### config.mk
export PLATFORM = sky130hd
export DESIGN_NAME = dbg_mem_dump
export DESIGN_NICKNAME = d
export VERILOG_FILES = /design/src/rtl/dbg_mem_dump_pkg.sv /design/src/rtl/dbg_mem_dump_chk.sv /design/src/rtl/dbg_mem_dump.sv
export SDC_FILE = /design/constraint.sdc
export NUM_CORES = 1
export LEC_CHECK = 0
export ABC_AREA = 1
export CAP_MARGIN = 20
export CORE_UTILIZATION = 40
export DETAILED_ROUTE_END_ITERATION = 10
export HOLD_SLACK_MARGIN = 0.08
export PLACE_DENSITY = 0.74
export SLEW_MARGIN = 30
export SYNTH_ARGS = -nofsm -noshare
export SYNTH_HDL_FRONTEND = slang
export SYNTH_SLANG_ARGS = --single-unit
### constraint.sdc
create_clock -name clk -period 1.6 [get_ports clk]
set_clock_uncertainty 0.1 [all_clocks]
set_input_delay 0.16 -clock clk [delete_from_list [all_inputs] [get_ports clk]]
set_output_delay 0.16 -clock clk [all_outputs]
set_load 0.02 [all_outputs]
### src/rtl/dbg_mem_dump_pkg.sv
// Shared types and constants for the BRAM debug-port memory dumper.
// Holds the FSM state encoding and the data word width of the bram32 debug port.
package dbg_mem_dump_pkg;

   localparam int DATA_WIDTH = 32;

   typedef enum logic [2:0] {
      S_IDLE = 3'd0,
      S_ADDR = 3'd1,
      S_WAIT = 3'd2,
      S_SEND = 3'd3,
      S_DONE = 3'd4
   } dump_state_t;

   // Debug-port addresses are byte addresses, but only whole words are ever read
   function automatic logic [1:0] word_offset_mask();
      return 2'b00;
   endfunction

endpackage

### src/rtl/dbg_mem_dump_chk.sv
// Protocol invariants of the dump stream interface.
// Pure observation: it has no outputs and drives nothing.
module dbg_mem_dump_chk
   import dbg_mem_dump_pkg::*;
(
   input logic                  clk,
   input logic                  rst,
   input logic                  m_valid,
   input logic                  m_ready,
   input logic [DATA_WIDTH-1:0] m_data,
   input logic                  m_last,
   input logic                  busy,
   input logic                  cpu_stall,
   input logic                  done
);

   a_stall_is_busy: assert property (@(posedge clk) disable iff (rst)
      cpu_stall == busy);

   a_last_needs_valid: assert property (@(posedge clk) disable iff (rst)
      m_last |-> m_valid);

   a_done_not_valid: assert property (@(posedge clk) disable iff (rst)
      done |-> !m_valid);

   a_done_while_busy: assert property (@(posedge clk) disable iff (rst)
      done |-> busy);

   // A stalled beat must not change or disappear before it is accepted
   a_hold_beat: assert property (@(posedge clk) disable iff (rst)
      (m_valid && !m_ready) |=> (m_valid && $stable(m_data) && $stable(m_last)));

endmodule

### src/rtl/dbg_mem_dump.sv
// Walks a word range of a bram32 through its debug port and streams the words
// out on a valid/ready interface, holding the core stalled while it runs.
module dbg_mem_dump
   import dbg_mem_dump_pkg::*;
#(
   parameter int ADDR_W       = 10,
   parameter int CNT_W        = 9,
   parameter int READ_LATENCY = 0
) (
   input  logic                  clk,
   input  logic                  rst,
   input  logic                  start,
   input  logic [ADDR_W-1:0]     base_addr,
   input  logic [CNT_W-1:0]      word_count,
   output logic [ADDR_W-1:0]     debug_addr,
   input  logic [DATA_WIDTH-1:0] debug_data,
   output logic                  m_valid,
   input  logic                  m_ready,
   output logic [DATA_WIDTH-1:0] m_data,
   output logic                  m_last,
   output logic                  busy,
   output logic                  cpu_stall,
   output logic                  done
);

   localparam logic [CNT_W-1:0]  CNT_ZERO  = {CNT_W{1'b0}};
   localparam logic [CNT_W-1:0]  CNT_ONE   = {{(CNT_W-1){1'b0}}, 1'b1};
   localparam logic [ADDR_W-1:0] WORD_STEP = {{(ADDR_W-3){1'b0}}, 3'd4};

   dump_state_t               state_r;
   logic [ADDR_W-1:0]         addr_r;
   logic [CNT_W-1:0]          remaining_r;
   logic [DATA_WIDTH-1:0]     m_data_r;
   logic                      m_valid_r;
   logic                      m_last_r;
   logic                      busy_r;
   logic                      done_r;
   logic                      unused_base_lsbs_s;

   assign unused_base_lsbs_s = ^base_addr[1:0];

   // Dump sequencer: address walk, word capture, stream handshake and done pulse
   always_ff @(posedge clk) begin
      if (rst) begin
         state_r     <= S_IDLE;
         addr_r      <= {ADDR_W{1'b0}};
         remaining_r <= CNT_ZERO;
         m_data_r    <= {DATA_WIDTH{1'b0}};
         m_valid_r   <= 1'b0;
         m_last_r    <= 1'b0;
         busy_r      <= 1'b0;
         done_r      <= 1'b0;
      end else begin
         case (state_r)
            S_IDLE: begin
               done_r <= 1'b0;
               if (start) begin
                  busy_r <= 1'b1;
                  if (word_count != CNT_ZERO) begin
                     addr_r      <= {base_addr[ADDR_W-1:2], word_offset_mask()};
                     remaining_r <= word_count;
                     state_r     <= S_ADDR;
                  end else begin
                     done_r  <= 1'b1;
                     state_r <= S_DONE;
                  end
               end else begin
                  busy_r <= 1'b0;
               end
            end
            S_ADDR: begin
               // A combinational port already shows the word for the address now on debug_addr
               if (READ_LATENCY == 0) begin
                  m_data_r  <= debug_data;
                  m_valid_r <= 1'b1;
                  m_last_r  <= (remaining_r == CNT_ONE);
                  state_r   <= S_SEND;
               end else begin
                  state_r <= S_WAIT;
               end
            end
            S_WAIT: begin
               m_data_r  <= debug_data;
               m_valid_r <= 1'b1;
               m_last_r  <= (remaining_r == CNT_ONE);
               state_r   <= S_SEND;
            end
            S_SEND: begin
               if (m_ready) begin
                  m_valid_r   <= 1'b0;
                  m_last_r    <= 1'b0;
                  remaining_r <= remaining_r - CNT_ONE;
                  // The address only advances when another read follows, so debug_addr holds after the dump
                  if (remaining_r == CNT_ONE) begin
                     done_r  <= 1'b1;
                     state_r <= S_DONE;
                  end else begin
                     addr_r  <= addr_r + WORD_STEP;
                     state_r <= S_ADDR;
                  end
               end else begin
                  m_valid_r <= 1'b1;
               end
            end
            S_DONE: begin
               done_r  <= 1'b0;
               busy_r  <= 1'b0;
               state_r <= S_IDLE;
            end
            default: begin
               m_valid_r <= 1'b0;
               m_last_r  <= 1'b0;
               busy_r    <= 1'b0;
               done_r    <= 1'b0;
               state_r   <= S_IDLE;
            end
         endcase
      end
   end

   assign debug_addr = addr_r;
   assign m_valid    = m_valid_r;
   assign m_data     = m_data_r;
   assign m_last     = m_last_r;
   assign busy       = busy_r;
   assign cpu_stall  = busy_r;
   assign done       = done_r;

   dbg_mem_dump_chk u_chk (
      .clk       (clk),
      .rst       (rst),
      .m_valid   (m_valid_r),
      .m_ready   (m_ready),
      .m_data    (m_data_r),
      .m_last    (m_last_r),
      .busy      (busy_r),
      .cpu_stall (busy_r),
      .done      (done_r)
   );

endmodule

==> results of run 1 <==
state kept, by name, summed over array words and instances (netlist names):
signal	cells
debug_addr	8
busy	1
done	1
m_last	1
remaining_r	9
state_r	3
m_valid	1
m_data	32
logic make-up after synthesis:
kind of cell,count (synthesis),synth area share [%]
AND/OR/NAND/NOR,229,36.0
AO/OA/AOI/OAI,63,11.8
flip-flops,56,41.6
buffers and inverters,53,8.69
adder cells (fa/ha/maj),3,1.39
XOR/XNOR,1,0.325
other,1,0.139
power by group through the flow:
stage	logic (W)	clock network [W]	registers, W
2_1_floorplan	0.00170	0	0.00268
3_3_place_gp	0.00355	0	0.00220
3_5_place_dp	0.00361	0	0.00223
4_1_cts	0.00359	0.000986	0.00220
5_1_grt	0.00415	0.00104	0.00227
6_report	0.00371	0.000945	0.00219
routing by layer:
layer,global-route usage (%),share of wire (%)
met3,7.72,7.4
met4,3.45,0.33
met1,22.0,43
met5,0,0
met2,37.3,50
layout make-up:
class,instances,area [sq um],area share (%)
Sequential cell,56,1120,27.6
Multi-Input combinational cell,299,1390,34.1
Clock buffer,6,72.6,1.78
Clock inverter,2,38.8,0.953
Timing Repair Buffer,123,1220,30.0
Tap cell,77,96.3,2.37
Inverter,35,131,3.23
final timing paths:
path                    from       endpoint  slack, ns  depth (start not counted)
setup / recovery  m_data[21]     m_data[21]       0.06                          1
hold / removal         start           busy       0.35                          3
setup reg to reg  state_r[0]  debug_addr[5]       0.13                          9
hold reg to reg    m_data[7]      m_data[7]       0.39                          2
cell usage after synthesis:
| master | instances |
|---|---|
| inv_1 | 31 |
| nand3_1 | 25 |
| buf_4 | 4 |
| nand2_2 | 6 |
| o21ai_0 | 48 |
| inv_2 | 2 |
| dfxtp_1 | 56 |
| nand3_4 | 2 |
| nor2_4 | 3 |
| xor2_1 | 1 |
| or2_2 | 2 |
| buf_6 | 2 |
| nor2_1 | 103 |
| nor3_1 | 1 |
| conb_1 | 1 |
| ha_1 | 3 |
| nand2_1 | 84 |
| a21oi_1 | 13 |
| clkinv_1 | 2 |
| o22ai_1 | 2 |
| nor2_2 | 1 |
| buf_2 | 4 |
| clkbuf_1 | 8 |
| nand4_1 | 2 |
through the flow:
stage	hold slack, ns	setup slack (ns)
finish	0.347	0.0609
detailed placement	0.371	-0.148
global placement	0.360	-0.0994
floorplan	0.203	0.110
global route	0.352	-0.0177
CTS	0.339	0.00264
timing repair:
item,in CTS,in global routing
hold buffers,0,0
cloned,0,1
setup endpoints to repair,6,50
gates resized for setup,6,24
setup buffers,0,4
pin swaps,0,3
==> out/metrics.cfg, run 1 <==
[synthesis]
avgSynthCellArea_sq_um=6.63
yosys_warnings=0
synth_area_leaders=dfxtp_1, nor2_1, nand2_1
ys_types=24
netlist_area_sq_um=2690
synth_seq_cells=56
netlist_instances=406
yosysTopAreaCell=dfxtp_1
ys_seq_area_share_pct=41.6
yosysTopAreaCellShare_pct=41.6

[floorplan]
initial_core_util_pct=41.9
core_sq_um=6420
placementRows=29
die_h_um=84.0
chipWidth_um=84.0
dieArea_sq_um=7060
ios=102

[cts]
clkLatencyLatePin_ns=0.30
cts_root_buf=clkbuf_8
htree_levels=2
clock-sinks=56
cts_tree=yes
cts_buffer_depth=2
numCtsBuffers=5
clk_pin_slew_ns=0.10

[finish]
drive_gt1_share_pct=11.7
layout_common_cells=nor2_1, nand2_1, clkdlybuf4s50_1
stdcell_area_sq_um=4070
stdcell_count=598
area_growth_pct=51.1
fin_nets=578
diodes=0
final_util_pct=63.4
nFillCells=602
final_common_cell=nor2_1

[critical_path]
cpPeakStageDelay_ns=0.63
required_ns=1.34
crit_fanout=2
start_kind=flop
cp_top_family=buffers and inverters
slowest_stage=clkdlybuf4s50_1
crit_type=flop to output pin
cp_cell_sequence=clkdlybuf4s50_1
cp.buffers_inverters=1
end_kind=output pin
cp_data_arrival_time_ns=1.28

[sta]
fin_crit_sh_pct=96.2
drv_slew=0
setup_tns_ns=0
setup_violations=0
period_minus_slack_ns=1.54
fmax_ghz=0.650
hold_violations=0

[pwr]
vdd_drop_max_uv=875
pwr-share-seq_pct=32.0
powerDensity_nw_per_um2=1680
p_sw_w=0.00290
swShare_pct=42.3
power_w=0.00685
p_leak_nw=1.96
combPwrFrac_pct=54.2
p_int_w=0.00395
clock_power_share_pct=13.8

[global_routing]
gr-total-overflow=0
grt_pass1_wl_um=11700
antenna_found_initial=0
grt_pass1_vias=2718
grt_max_degree=40
grtUsageTotal_pct=20.2

[drt]
routed_wl_um=6980
num_vias=2872
drt_iter0_markers=70
drcViolationCount=10
post_drt_wl_per_cell_um=11.7
ant_nets=0
drtPass1Iterations=7
routed_via_density=4.80

[placement]
dpl-instance-area_sq_um=3850
dp_cells=585
place.gp.congestion=0.812
port_buffers=97
dp_hpwl_um=4910

[outcome]
violations=DRC
status=complete, but fails checks

[hold_path]
hold_class=input port to flop

[run]
cap_violations=0

(Power assumes the default switching activity.)
==> run 2, diff against run 1 <==
ABC_AREA = unset   (was 1)
MAX_ROUTING_LAYER = met4   (was unset)
PLACE_DENSITY = 0.75   (was 0.74)
TNS_END_PERCENT = 10   (was unset)
==> out/metrics.cfg, run 2 <==
[critical_path]
r2r-start=state_r[1]
end_kind=flop
required_ns=1.73  ; +0.39 ns
r2r_end=debug_addr[4]
rr_worst_depth=5  ; -4
cp_data_arrival_time_ns=2.20  ; +0.92 ns
crit_fanout=5  ; +3
r2r_slack_ns=-0.48  ; -0.61 ns
cp_top_family=simple AND/OR/NAND/NOR gates
crit_type=flop to flop
cpPeakStageDelay_ns=0.60  ; -0.03 ns
start_kind=flop
cp_cell_sequence=or4_4, or4_4, nand2_4, a21oi_2, a221oi_2
crit_path_frequent_cell=or4_4
slowest_stage=or4_4
cp.buffers_inverters=0  ; -1

[synthesis]
synth_edf_count=0  ; unchanged
yosys_warnings=0  ; unchanged
ys_types=53  ; +120%
synth_area_leaders=dfxtp_1, nand2_1, a21oi_1
netlist_top_cells_count=nand2_1, dfxtp_1, a21oi_1
synthFlopType=dfxtp_1
netlist_instances=331  ; -18%
yosysTopAreaCellShare_pct=43.8  ; +2.2 points
synth_seq_cells=56  ; unchanged
yosysTopAreaCell=dfxtp_1
avgSynthCellArea_sq_um=7.73  ; +17%
synth.most_common_cell=nand2_1
netlist_area_sq_um=2560  ; -5.0%
synthArstFlopShare_pct=0  ; unchanged
ys_seq_area_share_pct=43.8  ; +2.2 points

[sta]
hold_violations=0  ; unchanged
worst_hold_slack_ns=0.189  ; -0.158 ns
setup_tns_ns=-8.48  ; -8.48 ns
fin_ws_ns=-0.477  ; -0.538 ns
fmax_ghz=0.481  ; -26%
setup_violations=19  ; +19
fin_crit_sh_pct=130  ; +34 points
drv_slew=0  ; unchanged
period_minus_slack_ns=2.08  ; +0.538 ns
rsz0062_at_grt=true

[cts]
clk_pin_slew_ns=0.10  ; about the same
numCtsBuffers=5  ; unchanged
cts_tree=yes
htree_levels=2  ; unchanged
cts_buffer_depth=2  ; unchanged
clock-sinks=56  ; unchanged
cts_root_buf=clkbuf_8
clkLatencyLatePin_ns=0.30  ; about the same

[finish]
area_growth_pct=61.0
final_common_cell=clkdlybuf4s50_1
largest_reg_flops=32  ; unchanged
layout_common_cells=clkdlybuf4s50_1, nand2_1, dfxtp_1
drive_gt1_share_pct=20.0  ; +8.2 points
diodes=0  ; unchanged
fin_nets=513  ; -11%

[global_routing]
grt_max_degree=34  ; -15%
grtUsageTotal_pct=21.7  ; +1.6 points
grt_pass1_vias=2474  ; -9.0%
grt_pass1_wl_um=11000  ; -5.8%
gr-total-overflow=0  ; unchanged
antenna_found_initial=0  ; unchanged

[pwr]
powerDensity_nw_per_um2=946  ; -44%
vdd_drop_max_uv=512  ; -42%
p_leak_nw=1.65  ; -16%
power_w=0.00390  ; -43%

[drt]
routed_via_density=5.22  ; +8.6%
drtPass1Iterations=4  ; -3
post_drt_wl_per_cell_um=13.8  ; +18%
routed_wl_um=7310  ; +4.7%
drcViolationCount=0  ; -10
ant_nets=0  ; unchanged
num_vias=2770  ; -3.6%
drt_iter0_markers=119  ; +70%

[floorplan]
placementRows=28  ; -3.4%
ios=102  ; unchanged
die_h_um=82.0  ; -2.5%
chipWidth_um=82.0  ; -2.5%
dieArea_sq_um=6720  ; -4.9%
core_sq_um=6060  ; -5.6%
initial_core_util_pct=42.2  ; +0.27 points

[placement]
dp_hpwl_um=5120  ; +4.4%
place.gp.congestion=0.960  ; +18%
port_buffers=97  ; unchanged

[hold_path]
hold_class=input port to flop
hold_path_end=state_r[2]
whs_path_depth=5  ; +2
hold_start=rst

[run]
cap_violations=0  ; unchanged

[outcome]
status=complete, but fails checks
violations=setup timing

[run 2: changes by cell type after synthesis, sizes merged, moves of 8 or more]
cell,previous run,this run
a21oi,13,50
o21ai,48,13
nand3,27,6
clkbuf,8,16
inv,33,3
nor2,107,20
[run 2: how the worst max path moves through the flow]
stage	slack [ns]	endpoint	start	depth (start not counted)
final	-0.48	debug_addr[4]	state_r[1]	5
after global routing	-0.51	debug_addr[2]	state_r[1]	5
after CTS	-0.44	debug_addr[9]	state_r[0]	6
after detailed placement	-0.88	debug_addr[2]	word_count[4]	6
after global placement	-0.82	debug_addr[2]	word_count[4]	6
after floorplan	-0.49	remaining_r[0]	state_r[1]	7
[run 2: logic make-up (layout without fill, tap and decap cells)]
family          count (synthesis)  in the layout  synth area share (%)
simple gates                  149            150                  26.9
compound gates                 88             88                  20.5
flops                          56             56                  43.8
buf+inv                        29            152                  5.43
xor+xnor                        4              4                  1.37
fa+ha+maj                       3              3                  1.47
other cells                     1              2                 0.147
mux                             1              1                 0.391
[run 2: area by class of cell]
cell class,count,area (sq um)
sequential,56,1120
clock inverter,2,16.3
multi-input combinational,248,1430
clock buffer,6,72.6
timing repair buffer,141,1370
tap,75,93.8
fill,504,1940
inverter,3,11.3
[run 2: through the flow]
step                      cells  utilization (%)  area (sq um)  worst slack (ns)
after floorplan             332                -          2570            -0.490
after global placement      520             63.8          3870            -0.821
after detailed placement    520             63.8          3870            -0.881
after CTS                   530             66.1          4010            -0.437
after global routing        531             67.9          4120            -0.514
final                       531             67.9          4120            -0.477
[run 2: layer usage]
layer / global-route usage (%) / wire (um) / vias to the layer above
li1: - / - / 1387
met1: 26.6 / 3200 / 1266
met2: 36.5 / 3540 / 108
met3: 3.00 / 463 / 9
met4: 7.37 / 105 / 0
met5: - / 0 / -
[run 2: where the power goes]
part	total (W)	switching, W	internal (W)
registers	0.00164	0.0000858	0.00155
logic	0.00148	0.000755	0.000729
clock network	0.000772	0.000459	0.000313
total	0.00390	0.00130	0.00260
[run 2: timing repair]
item | CTS | global route
pin swaps | 6 | 19
hold buffers | 0 | 0
setup buffers | 1 | 0
endpoints found under the setup margin | 26 | 41
resized for setup | 18 | 30
gates cloned | 1 | 1
hold endpoints to repair | 0 | 0
[run 2: worst register-to-register path, delay by kind of cell (launching register included)]
| family | cells | cell delay (ns) |
|---|---|---|
| AO/OA/AOI/OAI | 2 | 0.32 |
| flip-flops | 1 | 0.34 |
| AND/OR/NAND/NOR | 3 | 1.25 |
==> run 3, diff against run 2 <==
CORE_UTILIZATION = 30   (was 40)
CTS_CLUSTER_DIAMETER = 30   (was unset)
PLACE_DENSITY = unset   (was 0.75)
==> out/metrics.cfg, run 3 (same netlist as run 2, synthesis figures left out) <==
[outcome]
status=complete, but fails checks
violations=setup timing

[run]
cap_violations=0  ; unchanged

[finish]
layout_common_cells=clkdlybuf4s50_1, nand2_1, dfxtp_1
fin_nets=516  ; +0.58%
nFillCells=800  ; +59%
final_common_cell=clkdlybuf4s50_1
drive_gt1_share_pct=18.1  ; -1.9 points
stdcell_count=564  ; +6.2%
multi_input_comb_area_sq_um=1370  ; -4.4%
diodes=0  ; unchanged
final_util_pct=49.9  ; -18 points
largest_reg_flops=32  ; unchanged
area_growth_pct=60.2
regArea_sq_um=1120  ; -0.11%

[critical_path]
crit_path_frequent_cell=or4_4
cp.buffers_inverters=1  ; +1
path_depth=6  ; +1
cp_cell_sequence=or4_4, or4_4, and2_4, buf_12, nand2_2, a21oi_1
slowest_stage=or4_4
end_kind=flop
cpPeakStageDelay_ns=0.53  ; -0.07 ns
crit_fanout=8  ; +3
rr_worst_depth=6  ; +1
start_kind=flop
cp_data_arrival_time_ns=2.15  ; -0.05 ns
required_ns=1.69  ; -0.04 ns
cp_top_family=simple AND/OR/NAND/NOR gates
crit_type=flop to flop

[cts]
cts_root_buf=clkbuf_8
clkLatencyLatePin_ns=0.31  ; about the same
clock-sinks=56  ; unchanged
htree_levels=2  ; unchanged
cts_tree=yes
cts_buffer_depth=2  ; unchanged
numCtsBuffers=5  ; unchanged
clk_pin_slew_ns=0.10  ; about the same

[drt]
routed_via_density=4.79  ; -8.2%
drcViolationCount=0  ; unchanged
num_vias=2701  ; -2.5%
ant_nets=0  ; unchanged
drtPass1Iterations=4  ; unchanged
drt_iter0_markers=139  ; +17%
post_drt_wl_per_cell_um=13.3  ; -3.2%
routed_wl_um=7510  ; +2.8%

[placement]
port_buffers=97  ; unchanged
dp_cells=555  ; +6.7%
dp_hpwl_um=5460  ; +6.6%
place.gp.congestion=0.836  ; -13%

[sta]
fin_crit_sh_pct=129  ; -1.0 points
rsz0062_at_grt=true
setup_tns_ns=-7.82  ; +0.659 ns
setup_violations=20  ; +1
hold_violations=0  ; unchanged
period_minus_slack_ns=2.06  ; -0.0161 ns
drv_slew=0  ; unchanged
worst_hold_slack_ns=0.190  ; +0.000668 ns
fmax_ghz=0.485  ; +0.78%
fin_ws_ns=-0.461  ; +0.0161 ns

[floorplan]
core_sq_um=8220  ; +36%
ios=102  ; unchanged
placementRows=33  ; +18%
die_h_um=94.3  ; +15%
chipWidth_um=94.3  ; +15%
initial_core_util_pct=31.1  ; -11 points
dieArea_sq_um=8900  ; +32%

[hold_path]
whs_path_depth=5  ; unchanged
hold_class=input port to flop

[global_routing]
grt_pass1_wl_um=11900  ; +8.3%
antenna_found_initial=0  ; unchanged
grtUsageTotal_pct=17.5  ; -4.2 points
grt_max_degree=34  ; unchanged
gr-total-overflow=0  ; unchanged
grt_pass1_vias=2462  ; -0.49%

[pwr]
power_w=0.00386  ; -0.90%
powerDensity_nw_per_um2=942  ; -0.42%
vdd_drop_max_uv=396  ; -23%
p_leak_nw=1.66  ; +0.87%

-- run 3: cell types whose count changed in the layout (fill, tap and decap cells not counted), sizes merged --
cell           before  now
buf                44   49
dlygate4sd2         6    8
clkdlybuf4s50      88   86
clkbuf              7    6
and2                2    1
-- run 3: final cells by class --
cell class,instances,area share [%]
multi-input combinational,247,33.5
timing repair buffer,145,33.5
sequential,56,27.4
tap,105,3.21
clock buffer,6,1.77
clock inverter,2,0.397
inverter,3,0.275
-- run 3: path summary, 6_finish.rpt --
| path | slack (ns) | startpoint | to |
|---|---|---|---|
| max | -0.46 | state_r[0] | remaining_r[8] |
| min | 0.19 | rst | state_r[2] |
| max reg2reg | -0.46 | state_r[0] | remaining_r[8] |
| min reg2reg | 0.36 | m_data[12] | m_data[12] |
-- run 3: metal layers --
metal	vias up	track usage (%)	wire length (um)	part of all wire (%)
li1	1397	-	-	-
met1	1235	24.3	3640	48
met5	-	-	0	0
met4	0	4.23	74	0.98
met2	64	26.4	3440	46
met3	5	2.98	356	4.7
-- run 3: power by group --
group / internal [W] / switching [W] / leakage, nW
Combinational: 0.000704 / 0.000730 / 1.16
Clock: 0.000313 / 0.000468 / 0.0414
Sequential: 0.00155 / 0.0000921 / 0.461
-- run 3: stage by stage --
stage               area, sq um  worst slack [ns]
floorplan                  2570            -0.490
global placement           3930            -0.841
global route               4100            -0.518
finish                     4100            -0.461
CTS                        4060            -0.480
detailed placement         3930            -0.874
-- run 3: what timing repair did --
item	4_1_cts	5_1_grt
setup endpoints to repair	28	28
endpoints found under the hold margin	0	0
hold buffers	0	0
resized for setup	18	10
setup buffers	1	0
pin swaps	4	1
-- run 3: worst reg2reg max path, stage by stage, from the launching register on --
cell     delay [ns]
dfxtp_2        0.34
or4_4          0.50
or4_4          0.54
and2_4         0.21
buf_12         0.15
nand2_2        0.05
a21oi_1        0.05
